$ cat src/rtl/burst_write_feeder_if.sv
`default_nettype none
// ============================================================================
// Module   : burst_write_feeder_if
// Purpose  : Bundles the host configuration, the inbound word stream and the
//            burst-writer control/data handshake of burst_write_feeder.
// Ports    : cfg_*  - host transfer request / status
//            st_*   - inbound word stream (valid/ready)
//            ctrl_* - per-burst control and write data toward the writer
// Modports : master - the feeder (drives cfg status, st_ready, ctrl_* outputs)
//            slave  - the environment (host, stream source and writer)
// Revision : 1.0 - initial release
// ============================================================================
interface burst_write_feeder_if #(
  parameter int ADDRESS_WIDTH = 32,
  parameter int DATA_WIDTH    = 32,
  parameter int BURST_WIDTH   = 4
);

  // Host configuration
  logic                     cfg_start;
  logic [ADDRESS_WIDTH-1:0] cfg_baseaddress;
  logic [31:0]              cfg_length;
  logic                     cfg_busy;
  logic                     cfg_done;

  // Inbound stream
  logic                     st_valid;
  logic [DATA_WIDTH-1:0]    st_data;
  logic                     st_ready;

  // Burst writer control and data
  logic                     ctrl_start;
  logic [ADDRESS_WIDTH-1:0] ctrl_baseaddress;
  logic [BURST_WIDTH-1:0]   ctrl_burstcount;
  logic                     ctrl_busy;
  logic                     ctrl_write;
  logic [DATA_WIDTH-1:0]    ctrl_writedata;
  logic                     ctrl_dataack;

  modport master (
    input  cfg_start, cfg_baseaddress, cfg_length,
    output cfg_busy, cfg_done,
    input  st_valid, st_data,
    output st_ready,
    output ctrl_start, ctrl_baseaddress, ctrl_burstcount,
    input  ctrl_busy,
    output ctrl_write, ctrl_writedata,
    input  ctrl_dataack
  );

  modport slave (
    output cfg_start, cfg_baseaddress, cfg_length,
    input  cfg_busy, cfg_done,
    output st_valid, st_data,
    input  st_ready,
    input  ctrl_start, ctrl_baseaddress, ctrl_burstcount,
    output ctrl_busy,
    input  ctrl_write, ctrl_writedata,
    output ctrl_dataack
  );

endinterface
`default_nettype wire

$ cat src/rtl/burst_write_feeder.sv
`default_nettype none
// ============================================================================
// Module   : burst_write_feeder
// Purpose  : Buffers an inbound word stream in a show-ahead FIFO and splits a
//            host-configured transfer of N words into writer bursts of at
//            most BURST_COUNT words, presenting one write word per beat and
//            pulsing cfg_done once the whole transfer has been handed over.
// Ports    : clk   - single clock, rising edge
//            reset - asynchronous, active-high
//            bus   - burst_write_feeder_if.master
//                    cfg_start/cfg_baseaddress/cfg_length in, cfg_busy/cfg_done out
//                    st_valid/st_data in, st_ready out
//                    ctrl_start/ctrl_baseaddress/ctrl_burstcount out (registered)
//                    ctrl_busy in, ctrl_write/ctrl_writedata out, ctrl_dataack in
// Revision : 1.0 - initial release
// ============================================================================
module burst_write_feeder #(
  parameter int ADDRESS_WIDTH   = 32,
  parameter int DATA_WIDTH      = 32,
  parameter int BURST_COUNT     = 8,
  parameter int BURST_WIDTH     = 4,
  parameter int FIFO_DEPTH      = 32,
  parameter int FIFO_DEPTH_LOG2 = 5
) (
  input  logic                 clk,
  input  logic                 reset,
  burst_write_feeder_if.master bus
);

  localparam int COUNT_WIDTH = FIFO_DEPTH_LOG2 + 1;
  localparam logic [COUNT_WIDTH-1:0]   FULL_COUNT = COUNT_WIDTH'(FIFO_DEPTH);
  localparam logic [BURST_WIDTH-1:0]   MAX_BURST  = BURST_WIDTH'(BURST_COUNT);
  localparam logic [ADDRESS_WIDTH-1:0] WORD_BYTES = ADDRESS_WIDTH'(DATA_WIDTH / 8);

  typedef enum logic [2:0] {
    IDLE      = 3'd0,
    WAIT_DATA = 3'd1,
    START     = 3'd2,
    BURST     = 3'd3,
    WAIT_IDLE = 3'd4,
    DONE      = 3'd5
  } state_t;

  state_t state;

  // --------------------------------------------------------------------------
  // FIFO storage and bookkeeping
  // --------------------------------------------------------------------------
  logic [DATA_WIDTH-1:0]      mem [FIFO_DEPTH];
  logic [FIFO_DEPTH_LOG2-1:0] wr_ptr;
  logic [FIFO_DEPTH_LOG2-1:0] rd_ptr;
  logic [COUNT_WIDTH-1:0]     fifo_count;

  // Transfer bookkeeping
  logic [ADDRESS_WIDTH-1:0]   cur_addr;
  logic [31:0]                remaining;
  logic [BURST_WIDTH-1:0]     beats;

  // Registered writer-facing outputs
  logic                       start_q;
  logic                       done_q;
  logic [ADDRESS_WIDTH-1:0]   base_q;
  logic [BURST_WIDTH-1:0]     count_q;

  // Decoded control
  logic                       fifo_full;
  logic                       fifo_empty;
  logic                       push;
  logic                       pop;
  logic                       write_avail;
  logic                       data_ready;
  logic                       last_beat;
  logic [BURST_WIDTH-1:0]     burst_len;
  logic [BURST_WIDTH-1:0]     beats_next;

  assign fifo_full  = (fifo_count == FULL_COUNT);
  assign fifo_empty = (fifo_count == '0);

  // st_ready depends only on the registered count, so no input feeds it.
  assign push = bus.st_valid && !fifo_full;
  // An ack while no write word is offered is simply ignored.
  assign pop  = bus.ctrl_dataack && write_avail;

  // remaining only changes at the last pop of a burst, so burst_len is
  // stable for the whole burst it describes.
  assign burst_len = (remaining < 32'(BURST_COUNT)) ? remaining[BURST_WIDTH-1:0]
                                                    : MAX_BURST;

  assign write_avail = (state == BURST) && (beats < burst_len);

  // Wait for the full burst to be buffered so the writer never stalls on data.
  assign data_ready  = (32'(fifo_count) >= 32'(burst_len));

  assign beats_next  = beats + BURST_WIDTH'(1);
  assign last_beat   = (beats_next == burst_len);

  // --------------------------------------------------------------------------
  // FIFO: storage is not reset; emptiness is tracked by pointers and count.
  // --------------------------------------------------------------------------
  always_ff @(posedge clk) begin
    if (push) begin
      mem[wr_ptr] <= bus.st_data;
    end
  end

  always_ff @(posedge clk or posedge reset) begin
    if (reset) begin
      wr_ptr     <= '0;
      rd_ptr     <= '0;
      fifo_count <= '0;
    end else begin
      if (push) begin
        wr_ptr <= wr_ptr + FIFO_DEPTH_LOG2'(1);
      end
      if (pop) begin
        rd_ptr <= rd_ptr + FIFO_DEPTH_LOG2'(1);
      end
      case ({push, pop})
        2'b10:   fifo_count <= fifo_count + COUNT_WIDTH'(1);
        2'b01:   fifo_count <= fifo_count - COUNT_WIDTH'(1);
        default: fifo_count <= fifo_count;
      endcase
    end
  end

  // --------------------------------------------------------------------------
  // Transfer sequencer
  // --------------------------------------------------------------------------
  always_ff @(posedge clk or posedge reset) begin
    if (reset) begin
      state     <= IDLE;
      cur_addr  <= '0;
      remaining <= '0;
      beats     <= '0;
      start_q   <= 1'b0;
      done_q    <= 1'b0;
      base_q    <= '0;
      count_q   <= '0;
    end else begin
      // Pulse outputs default low; they are raised on the edge that enters
      // START or DONE so they are high for exactly that state's cycle.
      start_q <= 1'b0;
      done_q  <= 1'b0;

      case (state)
        IDLE: begin
          if (bus.cfg_start) begin
            cur_addr  <= bus.cfg_baseaddress;
            remaining <= bus.cfg_length;
            if (bus.cfg_length == 32'd0) begin
              state  <= DONE;
              done_q <= 1'b1;
            end else begin
              state <= WAIT_DATA;
            end
          end
        end

        WAIT_DATA: begin
          if (data_ready && !bus.ctrl_busy) begin
            start_q <= 1'b1;
            base_q  <= cur_addr;
            count_q <= burst_len;
            beats   <= '0;
            state   <= START;
          end
        end

        START: begin
          state <= BURST;
        end

        BURST: begin
          if (pop) begin
            beats <= beats_next;
            if (last_beat) begin
              // Address arithmetic wraps naturally at ADDRESS_WIDTH bits.
              cur_addr  <= cur_addr + (ADDRESS_WIDTH'(burst_len) * WORD_BYTES);
              remaining <= remaining - 32'(burst_len);
              state     <= WAIT_IDLE;
            end
          end
        end

        WAIT_IDLE: begin
          if (!bus.ctrl_busy) begin
            if (remaining == 32'd0) begin
              state  <= DONE;
              done_q <= 1'b1;
            end else begin
              state <= WAIT_DATA;
            end
          end
        end

        DONE: begin
          state <= IDLE;
        end

        default: begin
          state <= IDLE;
        end
      endcase
    end
  end

  // --------------------------------------------------------------------------
  // Outputs
  // --------------------------------------------------------------------------
  assign bus.cfg_busy         = (state != IDLE);
  assign bus.cfg_done         = done_q;
  assign bus.st_ready         = !fifo_full;
  assign bus.ctrl_start       = start_q;
  assign bus.ctrl_baseaddress = base_q;
  assign bus.ctrl_burstcount  = count_q;
  assign bus.ctrl_write       = write_avail;
  // Show-ahead head word; forced to zero when empty so stale storage never
  // appears on the bus after reset.
  assign bus.ctrl_writedata   = fifo_empty ? '0 : mem[rd_ptr];

endmodule
`default_nettype wire

$ cat src/flat_wrapper.sv
// flat-port wrapper written by rule: the top's interface ports become plain ports
module burst_write_feeder_flat 
#(
  parameter int ADDRESS_WIDTH   = 32,
  parameter int DATA_WIDTH      = 32,
  parameter int BURST_COUNT     = 8,
  parameter int BURST_WIDTH     = 4,
  parameter int FIFO_DEPTH      = 32,
  parameter int FIFO_DEPTH_LOG2 = 5
)
  (clk, reset, bus_cfg_start, bus_cfg_baseaddress, bus_cfg_length, bus_cfg_busy, bus_cfg_done, bus_st_valid, bus_st_data, bus_st_ready, bus_ctrl_start, bus_ctrl_baseaddress, bus_ctrl_burstcount, bus_ctrl_busy, bus_ctrl_write, bus_ctrl_writedata, bus_ctrl_dataack);
  burst_write_feeder_if #(.ADDRESS_WIDTH(ADDRESS_WIDTH), .DATA_WIDTH(DATA_WIDTH), .BURST_WIDTH(BURST_WIDTH)) bus_i ();
  input  logic clk;
  input  logic reset;
  input wire logic [$bits(bus_i.cfg_start)-1:0] bus_cfg_start;
  input wire logic [$bits(bus_i.cfg_baseaddress)-1:0] bus_cfg_baseaddress;
  input wire logic [$bits(bus_i.cfg_length)-1:0] bus_cfg_length;
  output wire logic [$bits(bus_i.cfg_busy)-1:0] bus_cfg_busy;
  output wire logic [$bits(bus_i.cfg_done)-1:0] bus_cfg_done;
  input wire logic [$bits(bus_i.st_valid)-1:0] bus_st_valid;
  input wire logic [$bits(bus_i.st_data)-1:0] bus_st_data;
  output wire logic [$bits(bus_i.st_ready)-1:0] bus_st_ready;
  output wire logic [$bits(bus_i.ctrl_start)-1:0] bus_ctrl_start;
  output wire logic [$bits(bus_i.ctrl_baseaddress)-1:0] bus_ctrl_baseaddress;
  output wire logic [$bits(bus_i.ctrl_burstcount)-1:0] bus_ctrl_burstcount;
  input wire logic [$bits(bus_i.ctrl_busy)-1:0] bus_ctrl_busy;
  output wire logic [$bits(bus_i.ctrl_write)-1:0] bus_ctrl_write;
  output wire logic [$bits(bus_i.ctrl_writedata)-1:0] bus_ctrl_writedata;
  input wire logic [$bits(bus_i.ctrl_dataack)-1:0] bus_ctrl_dataack;
  assign bus_i.cfg_start = bus_cfg_start;
  assign bus_i.cfg_baseaddress = bus_cfg_baseaddress;
  assign bus_i.cfg_length = bus_cfg_length;
  assign bus_cfg_busy = bus_i.cfg_busy;
  assign bus_cfg_done = bus_i.cfg_done;
  assign bus_i.st_valid = bus_st_valid;
  assign bus_i.st_data = bus_st_data;
  assign bus_st_ready = bus_i.st_ready;
  assign bus_ctrl_start = bus_i.ctrl_start;
  assign bus_ctrl_baseaddress = bus_i.ctrl_baseaddress;
  assign bus_ctrl_burstcount = bus_i.ctrl_burstcount;
  assign bus_i.ctrl_busy = bus_ctrl_busy;
  assign bus_ctrl_write = bus_i.ctrl_write;
  assign bus_ctrl_writedata = bus_i.ctrl_writedata;
  assign bus_i.ctrl_dataack = bus_ctrl_dataack;
  burst_write_feeder #(.ADDRESS_WIDTH(ADDRESS_WIDTH), .DATA_WIDTH(DATA_WIDTH), .BURST_COUNT(BURST_COUNT), .BURST_WIDTH(BURST_WIDTH), .FIFO_DEPTH(FIFO_DEPTH), .FIFO_DEPTH_LOG2(FIFO_DEPTH_LOG2)) u_core (.clk(clk), .reset(reset), .bus(bus_i));
endmodule
$ cat config.mk
export PLATFORM = sky130hd
export DESIGN_NAME = burst_write_feeder_flat
export DESIGN_NICKNAME = d
export VERILOG_FILES = /design/src/rtl/burst_write_feeder_if.sv /design/src/rtl/burst_write_feeder.sv /design/src/flat_wrapper.sv
export SDC_FILE = /design/constraint.sdc
export NUM_CORES = 1
export LEC_CHECK = 0
export CORE_ASPECT_RATIO = 1.5
export CORE_MARGIN = 5
export CORE_UTILIZATION = 35
export DETAILED_ROUTE_END_ITERATION = 7
export SETUP_SLACK_MARGIN = 0.1
export SLEW_MARGIN = 10
export SYNTH_ARGS = -nofsm -noshare
export SYNTH_HDL_FRONTEND = slang
export SYNTH_SLANG_ARGS = --single-unit
$ cat constraint.sdc
create_clock -name clk -period 5.4 [get_ports clk]
set_input_delay 1.08 -clock clk [delete_from_list [all_inputs] [get_ports clk]]
set_output_delay 1.08 -clock clk [all_outputs]
set_load 0.1 [all_outputs]
==> run metrics <==
Die X 306.1 um; Tcrit/Tclk final 90.95%; post-synth cell types 67; critical path required time 5.99 ns; gr usage total 16.92%; Finish-stage setup viols 0; yosys warns 0; fin. max-slew vios 0; H-tree depth 3; RSZ-0062 raised after global routing no; Layout area overhead 17.69%; Placed Instances 4218; count leader, synth edfxtp_1; I/O Pins 175; worst setup path start u_core.remaining[19]; number of synthesized flops with an enable pin 1024; hold crit path type reg -> reg; met3 GRT Util 2.554%; worst vdd ir 0.0008969 V; Max-slew headroom 19.32%; Die ar. 0.1390 sq mm; vias in the first global route 25110; Final Hold Vio Count 0; row count 163; post-route ant nets 0; first-pass GRT wire length 173.5 mm; CTS tree yes; fin crit period 4.911 ns; measured slew at the worst slew-check pin 1.206 ns; endpoint type of the worst setup path flip-flop; drt total wl 119.5 mm; Netlist Area Pre-Place 0.04604 sq mm; Yosys top cell by area edfxtp_1; Yosys reg bits 1149; Leakage 17.45 nW; Worst R2R Start u_core.remaining[19]; WP data arrival 5.50 ns; outcome completed; cts hold-fix bufs 0; Layout Cells excl Fill 4412; Congestion Overflow GR 0; core area 0.1311 sq mm; register area share after synthesis 73.59%; Initial Utilization 35.10%; drt first-iter violations 2141; Vias 23850; post-route setup TNS 0 ns; most instantiated cells after synthesis edfxtp_1, mux4_2, nand2_1, dfrtp_1, nor2_1; Skew-Pair Late Insertion Delay 0.73 ns; mux cell area share after synthesis 16.45%; Resized cells post-CTS 0; most used routing layer in global routing met2; post-synthesis simple-gate area fraction 4.186%; CTS clk-pin slew, worst paths 0.07 ns; nature of the critical path startpoint flip-flop; WS Path Type reg -> reg; Global Route met1 Usage 20.49%; total power per unit cell area 567.2 mW/mm^2; grt met2 use 31.41%; initial antenna violation count 8; Die Ht 454.2 um; crit path max fanout 12; post-synth top area share 66.80%; Primary FF master, synth edfxtp_1; fillers 11400; Mapped Nets 2483; XOR/XNOR share of the synthesized area 0.3425%; via/cell ratio 5.407; Setup Skew 0.04096 ns; hold_sp u_core.bus.ctrl_baseaddress[24]; # DRC 0; fraction of layout cells with a size suffix above 1 25.25%; clk root buf clkbuf_16; Async SR Flop Fraction 10.88%; Sink Count 1149; largest net degree at the start of global routing 100; GPL Wtd Cong 0.8360; f_max 203.6 MHz; total CTS buffers 104; main combinational cell family by area after synthesis multiplexers; Final nets 2720; Bufs on Longest Clock Path 3; wire per inst 27.08 um; first-pass iteration count of the detailed router 5; setup bufs post-CTS 0; port bufs 174; syn avg cell area 19.55 sq um; Max-Cap Viols 0; largest cells by area after synthesis edfxtp_1, mux4_2, dfrtp_1; Post-Synth Adder-Cell Area 0.7393%; Mapped Cells 2355; Compound-Gate Fraction of Synth Area 3.308%; post-DP HPWL 70.45 mm
==> critical path, stage by stage (launching register included) <==
cell	delay, ns
dfrtp_1	0.44
nor4_2	0.42
nand4_1	0.26
or3_4	0.46
inv_2	0.20
nand2_1	0.20
ha_1	0.34
nand2b_1	0.05
a21oi_1	0.28
nor3_4	0.08
nand2_1	0.23
inv_1	0.17
ha_1	0.31
ha_1	0.31
a21o_1	0.17
a21oi_1	0.21
o21bai_1	0.09
a21oi_1	0.20
xnor2_1	0.15
nor2_1	0.07
xor2_1	0.15
==> cell families (layout without fill, tap and decap cells) <==
group                    count (synthesis)  after routing
AO/OA/AOI/OAI                          237            237
XOR/XNOR                                18             18
adder cells (fa/ha/maj)                 26             26
buffers and inverters                  156            478
flip-flops                            1149           1149
multiplexers                           356            356
other                                    1              4
AND/OR/NAND/NOR                        412            412
==> through the flow <==
stage	worst slack [ns]	hold slack [ns]	power (mW)	util, %	area [sq um]
after floorplan	0.3577	0.4348	19.81	-	46050
after global placement	0.4379	0.4468	23.18	38.57	50580
after detailed placement	0.4328	0.4660	23.33	38.57	50580
after CTS	0.3549	0.4804	31.09	41.30	54150
after global routing	0.1121	0.5023	32.04	41.31	54180
final	0.4885	0.4761	30.73	41.32	54180
==> cell usage in the layout, fill, tap and decap left out, drive strengths merged, types with 24 or more instances in the layout <==
cell type      instances
inv                   35
edfxtp              1024
buf                  118
mux2i                 33
a21oi                 74
o21ai                 74
clkbuf               130
mux4                 320
dfrtp                125
nand2                150
clkinv                34
clkdlybuf4s50        141
ha                    24
nor2                 118
==> final timing paths <==
| path | to | slack [ns] | depth (start not counted) |
|---|---|---|---|
| worst max-delay path | u_core.fifo_count[5] | 0.49 | 20 |
| worst min-delay path | u_core.bus.ctrl_baseaddress[24] | 0.48 | 2 |
| worst max register to register | u_core.fifo_count[5] | 0.49 | 20 |
| worst min register to register | u_core.bus.ctrl_baseaddress[24] | 0.48 | 2 |
| max in group asynchronous | u_core.cur_addr[13] | 3.42 | 3 |
| min in group asynchronous | u_core.bus.ctrl_baseaddress[4] | 1.03 | 2 |
==> state kept, by name, summed over array words and instances, names as in the netlist <==
register                     cells
u_core.bus.ctrl_burstcount       4
u_core.bus.cfg_done              1
u_core.wr_ptr                    5
u_core.cur_addr                 32
u_core.fifo_count                6
u_core.bus.ctrl_baseaddress     32
u_core.rd_ptr                    5
u_core.mem                    1024
u_core.bus.ctrl_start            1
u_core.remaining                32
u_core.beats                     4
u_core.state                     3
==> power breakdown <==
group / leakage (nW) / switching [mW] / internal [mW]
Sequential: 10.7 / 0.801 / 10.6
Combinational: 5.00 / 7.41 / 4.18
Clock: 1.73 / 3.31 / 4.43
Total: 17.5 / 11.5 / 19.2
==> area by class of cell <==
type	count	area (sq um)	share of cell area, %
multi-input combinational	1050	11820	21.82
inverter	28	110.1	0.2032
timing repair buffer	259	2610	4.817
clock inverter	61	807.0	1.490
antenna	3	7.507	0.01386
tap	1732	2167	4.000
sequential	1149	33890	62.56
clock buffer	130	2763	5.099
==> metal layers <==
layer  up-vias  routed length [um]  part of all wire (%)
met5         -                  46                 0.038
met4         8                2810                   2.4
met3       162                6385                   5.3
met2       841               64560                    54
met1     12760               45690                    38
li1      10090                   -                     -
Power figures use the tool's default switching activity.
